`config.mk`:
```
export PLATFORM = sky130hd
export DESIGN_NAME = stack_controller
export DESIGN_NICKNAME = d
export VERILOG_FILES = /design/src/rtl/stack_controller.sv
export SDC_FILE = /design/constraint.sdc
export NUM_CORES = 1
export LEC_CHECK = 0
export CELL_PAD_IN_SITES_DETAIL_PLACEMENT = 0
export CELL_PAD_IN_SITES_GLOBAL_PLACEMENT = 2
export CORE_MARGIN = 2
export CORE_UTILIZATION = 30
export DETAILED_ROUTE_END_ITERATION = 10
export PLACE_DENSITY_LB_ADDON = 0.1
export SYNTH_ARGS = -nofsm -noshare
export SYNTH_HDL_FRONTEND = slang
export SYNTH_SLANG_ARGS = --single-unit
```
`constraint.sdc`:
```
create_clock -name Clk -period 5 [get_ports Clk]
set_clock_uncertainty 0.2 [all_clocks]
set_input_delay 0.5 -clock Clk [delete_from_list [all_inputs] [get_ports Clk]]
set_output_delay 0.5 -clock Clk [all_outputs]
set_load 0.01 [all_outputs]
```
`src/rtl/stack_controller.sv`:
```
// Stack sequencer: owns SP, splits PUSH/POP/CALL/RET/INT/RTI into one-word accesses.
// Optional feature: define STACK_BOUND_CHECK_EN to reject ops that would over/underflow the stack.
module stack_controller #(
    parameter logic [31:0] SP_INIT  = 32'h000F_FFFF,
    parameter logic [31:0] SP_LIMIT = 32'h0000_0000
) (
    input  logic        Clk,
    input  logic        Rst,
    input  logic        Op_Valid,
    input  logic [2:0]  Op_Code,
    input  logic [15:0] Push_Data,
    input  logic [31:0] Pc_In,
    input  logic [2:0]  Flags_In,
    output logic        Op_Ready,
    output logic        Stall,
    output logic [31:0] Mem_Addr,
    output logic        Mem_Read,
    output logic        Mem_Write,
    output logic [15:0] Mem_Wdata,
    input  logic [15:0] Mem_Rdata,
    output logic [15:0] Pop_Data,
    output logic        Pop_Valid,
    output logic [31:0] Pc_Out,
    output logic        Pc_Valid,
    output logic [2:0]  Flags_Out,
    output logic        Flags_Valid,
    output logic [31:0] Sp_Out,
    output logic        Stack_Err
);

    typedef enum logic [2:0] {
        OP_NOP0 = 3'b000, OP_PUSH = 3'b001, OP_POP = 3'b010, OP_CALL = 3'b011,
        OP_RET  = 3'b100, OP_INT  = 3'b101, OP_RTI = 3'b110, OP_NOP7 = 3'b111
    } op_e;

    typedef enum logic {ST_IDLE, ST_XFER} state_e;

    state_e      state, state_nxt;
    op_e         op_in, op_q;
    logic [31:0] sp;
    logic [1:0]  cnt;
    logic        is_rd_q;
    logic [47:0] wr_sr;
    logic [18:0] rd_buf;
    logic [1:0]  n_words;
    logic        in_is_rd;
    logic        accept;
    logic        reject;
    logic        start;

    assign op_in  = op_e'(Op_Code);
    assign Sp_Out = sp;

    always_comb begin
        n_words  = 2'd0;
        in_is_rd = 1'b0;
        case (op_in)
            OP_PUSH: n_words = 2'd1;
            OP_POP:  begin n_words = 2'd1; in_is_rd = 1'b1; end
            OP_CALL: n_words = 2'd2;
            OP_RET:  begin n_words = 2'd2; in_is_rd = 1'b1; end
            OP_INT:  n_words = 2'd3;
            OP_RTI:  begin n_words = 2'd3; in_is_rd = 1'b1; end
            default: n_words = 2'd0;
        endcase
    end

`ifdef STACK_BOUND_CHECK_EN
    logic [31:0] depth;
    logic [31:0] headroom;
    assign depth    = SP_INIT - sp;
    assign headroom = sp - SP_LIMIT;
    // Pops need N filled slots above SP; pushes need the last write (SP-(N-1)) to stay >= SP_LIMIT.
    assign reject = (n_words != 2'd0) &&
                    (in_is_rd ? (depth < {30'b0, n_words})
                              : (headroom < ({30'b0, n_words} - 32'd1)));
`else
    assign reject = 1'b0;
`endif

    assign accept = Op_Valid && (state == ST_IDLE);
    assign start  = accept && (n_words != 2'd0) && !reject;

    always_ff @(posedge Clk or posedge Rst) begin
        if (Rst) state <= ST_IDLE;
        else     state <= state_nxt;
    end

    always_comb begin
        state_nxt = state;
        Op_Ready  = 1'b0;
        Stall     = 1'b0;
        Mem_Addr  = sp;
        Mem_Read  = 1'b0;
        Mem_Write = 1'b0;
        Mem_Wdata = '0;
        case (state)
            ST_IDLE: begin
                Op_Ready = 1'b1;
                if (start) state_nxt = ST_XFER;
            end
            ST_XFER: begin
                Stall = 1'b1;
                if (is_rd_q) begin
                    Mem_Read = 1'b1;
                    Mem_Addr = sp + 32'd1;
                end else begin
                    Mem_Write = 1'b1;
                    Mem_Wdata = wr_sr[47:32];
                end
                if (cnt == 2'd0) state_nxt = ST_IDLE;
            end
            default: state_nxt = ST_IDLE;
        endcase
    end

    always_ff @(posedge Clk or posedge Rst) begin
        if (Rst) begin
            sp          <= SP_INIT;
            cnt         <= '0;
            is_rd_q     <= 1'b0;
            op_q        <= OP_NOP0;
            wr_sr       <= '0;
            rd_buf      <= '0;
            Pop_Data    <= '0;
            Pop_Valid   <= 1'b0;
            Pc_Out      <= '0;
            Pc_Valid    <= 1'b0;
            Flags_Out   <= '0;
            Flags_Valid <= 1'b0;
            Stack_Err   <= 1'b0;
        end else begin
            Pop_Valid   <= 1'b0;
            Pc_Valid    <= 1'b0;
            Flags_Valid <= 1'b0;
            Stack_Err   <= 1'b0;
            if (state == ST_IDLE) begin
                if (accept && reject) Stack_Err <= 1'b1;
                if (start) begin
                    cnt     <= n_words - 2'd1;
                    is_rd_q <= in_is_rd;
                    op_q    <= op_in;
                    rd_buf  <= '0;
                    // Write words queued most-significant first; each access shifts the next into place.
                    case (op_in)
                        OP_PUSH: wr_sr <= {Push_Data, 32'h0};
                        OP_CALL: wr_sr <= {Pc_In, 16'h0};
                        OP_INT:  wr_sr <= {Pc_In, 13'b0, Flags_In};
                        default: wr_sr <= '0;
                    endcase
                end
            end else begin
                cnt   <= cnt - 2'd1;
                wr_sr <= {wr_sr[31:0], 16'h0};
                if (is_rd_q) begin
                    sp     <= sp + 32'd1;
                    rd_buf <= {rd_buf[2:0], Mem_Rdata};
                    if (cnt == 2'd0) begin
                        case (op_q)
                            OP_POP: begin
                                Pop_Data  <= Mem_Rdata;
                                Pop_Valid <= 1'b1;
                            end
                            OP_RET: begin
                                Pc_Out   <= {Mem_Rdata, rd_buf[15:0]};
                                Pc_Valid <= 1'b1;
                            end
                            OP_RTI: begin
                                Pc_Out      <= {Mem_Rdata, rd_buf[15:0]};
                                Pc_Valid    <= 1'b1;
                                Flags_Out   <= rd_buf[18:16];
                                Flags_Valid <= 1'b1;
                            end
                            default: ;
                        endcase
                    end
                end else begin
                    sp <= sp - 32'd1;
                end
            end
        end
    end

endmodule

```
# Yosys cells after proc, flatten, opt, wreduce, memory -nomap -nowiden
# Cells that the tools add are included.
[word_totals]
out_inout_bits = 139
reg_bits = 160
word_cells = 79
[op_classes]
n_addsub = 4
n_mux = 36
n_reduce_logical = 15
n_eq_ne = 10
bitwise = 1
[ops]
columns = ["operator", "count"]
rows = [
  ["case mux 48 bit (3 select lines)", 1],
  ["two-way mux 32 bit", 3],
  ["two-way mux 48 bit", 2],
  ["two-way mux 19 bit", 3],
  ["adder 32 x 1 -> 32 bit, second input constant", 1],
  ["two-way mux 16 bit", 2],
  ["subtractor 32 x 1 -> 32 bit, second input constant", 1],
  ["two-way mux 1 bit", 21],
  ["equality test 3 bit, second input constant", 5],
  ["AND reduction 4 bit", 3],
  ["equality test 3 x 2 -> 1 bit, second input constant", 3],
  ["OR reduction 2 bit", 4],
  ["case mux 2 bit (3 select lines)", 1],
  ["two-way mux 2 bit", 2],
  ["AND reduction 2 bit", 2],
  ["nonzero test 2 bit", 2],
  ["subtractor 2 x 1 -> 2 bit, second input constant", 2],
  ["equality test 3 x 1 -> 1 bit, second input constant", 1],
  ["OR reduction 3 bit", 1],
  ["logical AND 1 bit", 2],
  ["zero test 2 bit", 1],
  ["!= test 2 x 1 -> 1 bit, second input constant", 1],
  ["case mux 1 bit (2 select lines)", 1],
  ["inverter 1 bit", 1],
]

# Longest topological paths before layout
# Gate-level depths: netlist of the first run.
[depth]
ltp_word = 7
depth_mapped = 9
mapped_depth_nobuf = 7

# Least setup slack after synthesis of the first run
# Ideal clock, no wire load.
[synth_path]
path_type = "register -> output"
start = "reg sp[4], in the netlist Sp_Out[4]"
end = "out Mem_Addr[27]"
path_slack_ns = 2.276
arrival_ns = 2.024
stages_incl_launch_ff = 7
cell_sequence = "dfstp_2 > clkbuf_1 > and4_1 > nand4_1 > nor4_2 > nand2_1 > xnor2_1"
[synth_between]
elab_chain_len = 3
[synth_lines]
columns = ["item", "line", "source"]
rows = [
  ["start: declaration", "40", "logic [31:0] sp;"],
  ["start signal: assignment", "156", "sp <= sp + 32'd1;"],
  ["start signal: assignment", "178", "sp <= sp - 32'd1;"],
  ["adder 32 x 1 -> 32 bit", "106", "Mem_Addr = sp + 32'd1;"],
  ["two-way mux 32 bit", "104", "if (is_rd_q) begin"],
  ["two-way mux 32 bit", "97", "case (state)"],
  ["end: declaration", "16", "output logic [31:0] Mem_Addr,"],
]
# Every way passes these cells.

# Worst setup path in the final report of the first run
[layout_path]
start = "reg is_rd_q"
end = "out Mem_Addr[30]"
[layout_between]
elab_chain_len = 2
[layout_lines]
columns = ["item", "line", "source"]
rows = [
  ["start: declaration", "42", "logic is_rd_q;"],
  ["start signal: assignment", "141", "is_rd_q <= in_is_rd;"],
  ["two-way mux 32 bit", "104", ""],
  ["two-way mux 32 bit", "97", ""],
]
# Every way passes these cells.

==> results of run 1 <==
## per-layer routing
layer / up-vias / GRT usage
met5: - / 0
li1: 2812 / -
met3: 10 / 0.04263
met1: 2962 / 0.2314
met4: 0 / 0.03531
met2: 160 / 0.2760
## cells in the mapped netlist, types with 11 or more instances
| cell type | n |
|---|---|
| o21ai_0 | 14 |
| a31o_2 | 19 |
| nor2_1 | 53 |
| mux2_2 | 55 |
| nand2_1 | 45 |
| and2_1 | 20 |
| mux2i_1 | 20 |
| xor2_1 | 21 |
| a22o_1 | 19 |
| nor4_1 | 11 |
| nor3_1 | 11 |
| xnor2_1 | 41 |
| nand3_1 | 11 |
| nand4_1 | 16 |
| a21oi_1 | 17 |
| clkbuf_1 | 32 |
| dfrtp_1 | 127 |
| dfstp_2 | 20 |
## cell type report
class	instances	area [um^2]
flip-flops and latches	147	3706
inverters	11	46.29
multi-input cells	468	3458
fillers	2298	13910
well taps	324	405.4
clock inverters	13	166.4
clock buffers	19	452.9
repair buffers	219	2170
## final timing paths
check / from / endpoint / slack (ps) / depth (start not counted)
setup / recovery: is_rd_q$_DFFE_PP0P_ / Mem_Addr[30] / 1090 / 6
hold / removal: wr_sr[24]$_DFFE_PP0P_ / wr_sr[40]$_DFFE_PP0P_ / 280 / 2
setup reg to reg: state$_DFF_PP0_ / Sp_Out[20]$_DFFE_PP0P_ / 1840 / 7
hold reg to reg: wr_sr[24]$_DFFE_PP0P_ / wr_sr[40]$_DFFE_PP0P_ / 280 / 2
max in group asynchronous: Rst / op_q[0]$_DFFE_PP0P_ / 3150 / 3
min in group asynchronous: Rst / Flags_Valid$_DFF_PP0_ / 400 / 2
## kinds of logic (layout without fill, tap and decap cells)
group / Yosys count / after routing / share of synthesized area
AO/OA/AOI/OAI: 117 / 117 / 0.1192
adder cells (fa/ha/maj): 8 / 8 / 0.01349
multiplexers: 75 / 75 / 0.1105
XOR/XNOR: 62 / 62 / 0.07320
flip-flops: 147 / 147 / 0.4992
other: 1 / 1 / 0.0005055
buffers and inverters: 63 / 262 / 0.03812
AND/OR/NAND/NOR: 205 / 205 / 0.1457
## layout by cell type, fill, tap and decap left out, drive strengths merged, types with 20 or more instances in the layout
master,Yosys,final
nand2,46,46
xnor2,41,41
nor2,53,53
dfrtp,127,127
mux2i,20,20
mux2,55,55
xor2,21,21
dfstp,20,20
clkdlybuf4s50,0,210
and2,20,20
## flip-flops by register name, summed over array words and instances (netlist names)
signal       flops
Pc_Out          32
Pc_Valid         1
Sp_Out          32
Flags_Valid      1
cnt              2
wr_sr           35
Pop_Valid        1
rd_buf          19
Flags_Out        3
Pop_Data        16
is_rd_q          1
op_q             3
state            1
## power by group through the flow
| stage | Sequential, mW | Clock, mW | Combinational, mW |
|---|---|---|---|
| 3_3_place_gp | 2.05 | 0 | 2.14 |
| 2_1_floorplan | 1.96 | 0 | 1.18 |
| 4_1_cts | 2.05 | 1.38 | 2.16 |
| 5_1_grt | 2.12 | 1.44 | 2.31 |
| 3_5_place_dp | 2.07 | 0 | 2.15 |
| 6_report | 2.04 | 1.35 | 2.13 |
## tightest hold or removal path, delay by kind of cell (launching register included)
family,cells,cell delay [ps]
and+or+nand+nor,1,50
AOI/OAI and AO/OA,1,50
DFF,1,340
==> flow_metrics.tcl, run 1 <==
set metrics [dict create \
    holdWs_ps 282.1 \
    ant_nets 0 \
    final_cells 1201 \
    hold_violations 0 \
    hpwl_um 15500 \
    drt_iter0_drc 296 \
    dp_slack_ps 1452 \
    synthArstFlopShare 1.000 \
    coreArea_um2 24320 \
    critPathMaxStageDelay_ps 590 \
    synth_edf_count 0 \
    wirelength_um 21680 \
    startpoint_type "flip-flop" \
    setup_viol 0 \
    min_period_ps 3906 \
    worst_slew_pin_slew_ps 887.5 \
    wl_per_cell_um 18.05 \
    grt_first_pass_wirelength_um 34800 \
    clkSinkCount 147 \
    hp-class "reg2reg" \
    crit_fanout 19 \
    initial_core_util 0.3050 \
    grt_setup_unrepaired "false" \
    cp.buffers_inverters 2 \
    dp.cells 1169 \
    routedLengthMet1_um 10030 \
    relSlewSlack 0.4083 \
    path_cells "buf_4, and4_1, nand4_1, nor4_1, xor2_1, clkdlybuf4s50_1" \
    power.share.clock 0.244 \
    timing.final.ws_setup_ps 1094 \
    syn_avg_cell_area_um2 10.94 \
    first_pass_iters 4 \
    totalNegativeSetupSlack_ps 0 \
    io_buffers 210 \
    grt_use_total 0.1701 \
    finalInstanceArea_um2 10410 \
    htreeDepth 4 \
    clkLatencyLatePin_ps 420 \
    maxCapViolCount 0 \
    die_y_um 161.3 \
    cts_resized 0 \
    cpMaxStageDelayCell "dfrtp_2" \
    grt_pass1_vias 6158 \
    holdBufCountCts 0 \
    worstPathArrival_ps 3210 \
    synthFlopType "dfrtp_1" \
    netlist_area_um2 7418 \
    cts_tree "yes" \
    cts_made_buffers 17 \
    fmax_ghz 0.2560 \
    outcome "finished, final reports clean" \
    overflow 0 \
    crit_path_end_kind "output port" \
    gp_congestion 0.7891 \
    fin_crit_sh 0.7813 \
    boundaryPins 212 \
    power_frac_seq 0.370 \
    nNetsFinal 945 \
    syn_nets 759 \
    cts_setup_buffers 0 \
    final_core_util 0.4278 \
    place_area_um2 9786 \
    power_density_nw_per_um2 530.3 \
    yosys.area.top_type "dfrtp_1" \
    p_total_mw 5.517 \
    internal_power_mw 3.578 \
    grt_max_degree 84 \
    synth_area_leaders "dfrtp_1 43%, mux2_2 8.3%, dfstp_2 7.1%, xnor2_1 4.8%, mux2i_1 2.7%" \
    yosysWarnings 0 \
    crit_type "reg2out" \
    synth_cell_types 57 \
    viasPerCell 4.949 \
    cts-root-buf "clkbuf_16" \
    p_sw_mw 1.939 \
    fp.dieW_um 161.3 \
    clkTransAtPathRegs_ps 60 \
    antenna_found_initial 0 \
    critPathRequiredTime_ps 4300 \
    ir_drop_mv 0.2733 \
    drive_above_1_share 0.1733 \
    wl_met3_um 1182 \
    seq_area_frac_synth 0.4992 \
    clk_path_buf_depth 2 \
    drv_slew 0 \
    route.detailed.drc 0 \
    highest_layer "met4" \
    cpLargestDelayFamily "simple AND/OR/NAND/NOR gates" \
    num_rows 57 \
    syn_to_final_growth_pct 40.26 \
    antennaDiodeCount 0 \
    synth_top_area_share 0.4284 \
    wl_met2_um 10290 \
    die_area_um2 26000 \
    leakagePower_nw 4.327 \
    vias 5944 \
    combPwrFrac 0.385 \
    synth.ff_latch_count 147 \
    syn_inst 678 \
    switching_share 0.3514 \
]
Note: power is estimated with default switching activity, not from simulation.
==> run 2: changes to the inputs <==
--- a/config.mk
+++ b/config.mk
@@ -8,7 +8,7 @@
 export CELL_PAD_IN_SITES_DETAIL_PLACEMENT = 0
 export CELL_PAD_IN_SITES_GLOBAL_PLACEMENT = 2
 export CORE_MARGIN = 2
-export CORE_UTILIZATION = 30
+export CORE_UTILIZATION = 27
 export DETAILED_ROUTE_END_ITERATION = 10
 export PLACE_DENSITY_LB_ADDON = 0.1
 export SYNTH_ARGS = -nofsm -noshare
==> constraint.sdc (replaced) <==
create_clock -name Clk -period 3.55 [get_ports Clk]
set_clock_uncertainty 0.2 [all_clocks]
set_input_delay 0.355 -clock Clk [delete_from_list [all_inputs] [get_ports Clk]]
set_output_delay 0.355 -clock Clk [all_outputs]
set_load 0.01 [all_outputs]
==> run 2 against run 1 <==
Sequential power increased by 37%. Via count up 1.6%. Die area up 11%.
==> flow_metrics.tcl, run 2 (synthesis gave the netlist of run 1 again) <==
set metrics [dict create \
    fp.dieW_um 169.8 \
    grt_max_degree 49 \
    antennaDiodeCount 0 \
    vias 6042 \
    cts-root-buf "clkbuf_16" \
    num_rows 60 \
    final_common_cell "clkdlybuf4s50_1" \
    initial_core_util 0.2753 \
    hpwl_um 16520 \
    final_cells 1236 \
    hp-class "in2async" \
    leakagePower_nw 4.451 \
    seq_area_um2 3706 \
    crit_type "reg2out" \
    drt_iter0_drc 312 \
    p_total_mw 7.880 \
    layout_common_cells "210 x clkdlybuf4s50_1, 125 x dfrtp_1, 55 x mux2_2" \
    drive_above_1_share 0.2034 \
    critPathRequiredTime_ps 2990 \
    startpoint_type "flip-flop" \
    outcome "finished, final reports clean" \
    dp.cells 1199 \
    drv_slew 0 \
    worstPathArrival_ps 2850 \
    die_y_um 169.8 \
    fillCellCount 2665 \
    gp_congestion 0.7925 \
    antenna_found_initial 0 \
    io_buffers 210 \
    ant_nets 0 \
    min_period_ps 3410 \
    wirelength_um 22810 \
    finalInstanceArea_um2 10650 \
    clkSinkCount 147 \
    coreArea_um2 26950 \
    htreeDepth 4 \
    clkLatencyLatePin_ps 430 \
    largest_reg_flops 35 \
    relSlewSlack 0.3907 \
    multi_input_area_um2 3537 \
    ir_drop_mv 0.3529 \
    fmax_ghz 0.2933 \
    syn_to_final_growth_pct 43.57 \
    clkTransAtPathRegs_ps 70 \
    fin_crit_sh 0.9605 \
    first_pass_iters 4 \
    setup_viol 0 \
    holdBufCountCts 0 \
    crit_fanout 7 \
    nNetsFinal 963 \
    power_density_nw_per_um2 739.9 \
    overflow 0 \
    crit_path_end_kind "output port" \
    die_area_um2 28820 \
    worst_slew_pin_slew_ps 912.0 \
    grt_use_total 0.1603 \
    wl_per_cell_um 18.45 \
    grt_first_pass_wirelength_um 36120 \
    boundaryPins 212 \
    clk_path_buf_depth 2 \
    cts_made_buffers 17 \
    viasPerCell 4.888 \
    grt_setup_unrepaired "false" \
    regMostFlops "wr_sr" \
    maxCapViolCount 0 \
    cts_tree "yes" \
    place_area_um2 9928 \
    route.detailed.drc 0 \
    grt_pass1_vias 6202 \
    hold_violations 0 \
]
==> run 2: cell count changes in the layout (fill, tap and decap cells not counted), moves of 2 or more <==
cell        change
clkbuf_8        -2
nor4_4          +3
buf_12          +2
clkinvlp_4      +2
nor4_1          -3
nor3_1          -3
nor3_2          +3
buf_4          +16
and4_1          -3
and4_2          +3
inv_8           +3
==> run 2: critical path: stages, from the launching register on <==
cell and delay [ps]:
dfstp_2 590, ha_2 220, and4_2 310, nand4_1 90
buf_4 170, nor4_4 310, xor2_1 180, clkdlybuf4s50_1 560
==> run 2: final cells by class <==
class,count,area share
clock buffer,17,0.03994
clock inverter,15,0.01692
inverter,11,0.004229
multi-input combinational,468,0.3321
sequential,147,0.3480
tap,341,0.04006
timing repair buffer,237,0.2187
==> run 2: worst paths after layout <==
kind                       cells after the start                   from                endpoint  slack [ps]
max in group asynchronous                      3                    Rst   Sp_Out[1]$_DFFE_PP1P_        2050
hold reg to reg                                2  wr_sr[24]$_DFFE_PP0P_   wr_sr[40]$_DFFE_PP0P_         300
setup reg to reg                               6    is_rd_q$_DFFE_PP0P_  Sp_Out[29]$_DFFE_PP0P_         970
min in group Clk                               2  wr_sr[24]$_DFFE_PP0P_   wr_sr[40]$_DFFE_PP0P_         300
setup / recovery                               7  Sp_Out[1]$_DFFE_PP1P_            Mem_Addr[30]         140
hold / removal                                 2                    Rst   Flags_Valid$_DFF_PP0_         260
==> run 2: per-stage QoR <==
step	hold WS, ps	TNS, ps	worst slack [ps]	utilization
2_1_floorplan	248.9	0	970.7	-
3_3_place_gp	270.0	0	261.2	0.3684
3_5_place_dp	277.5	0	222.5	0.3684
4_1_cts	264.6	-33.21	-33.21	0.3923
5_1_grt	309.9	0	7.197	0.3952
6_report	256.6	0	140.3	0.3952
==> run 2: layer usage <==
metal	track usage	up-vias	wire length [um]
li1	-	2844	-
met2	0.2646	158	10900
met4	0.04682	0	334
met3	0.03871	24	1287
met1	0.2090	3016	10290
met5	0	-	0
==> run 2: report_power, final <==
part | internal [mW] | leakage, nW | switching, mW
logic | 1.72 | 2.30 | 1.48
clock network | 1.02 | 0.292 | 0.875
registers | 2.28 | 1.86 | 0.514
total | 5.02 | 4.45 | 2.87
==> run 2: timing repair <==
action	in CTS	in global routing
gates cloned	0	0
setup buffers	2	3
pin swaps	1	2
endpoints found under the hold margin	0	0
resized for setup	4	12
setup endpoints to repair	6	14
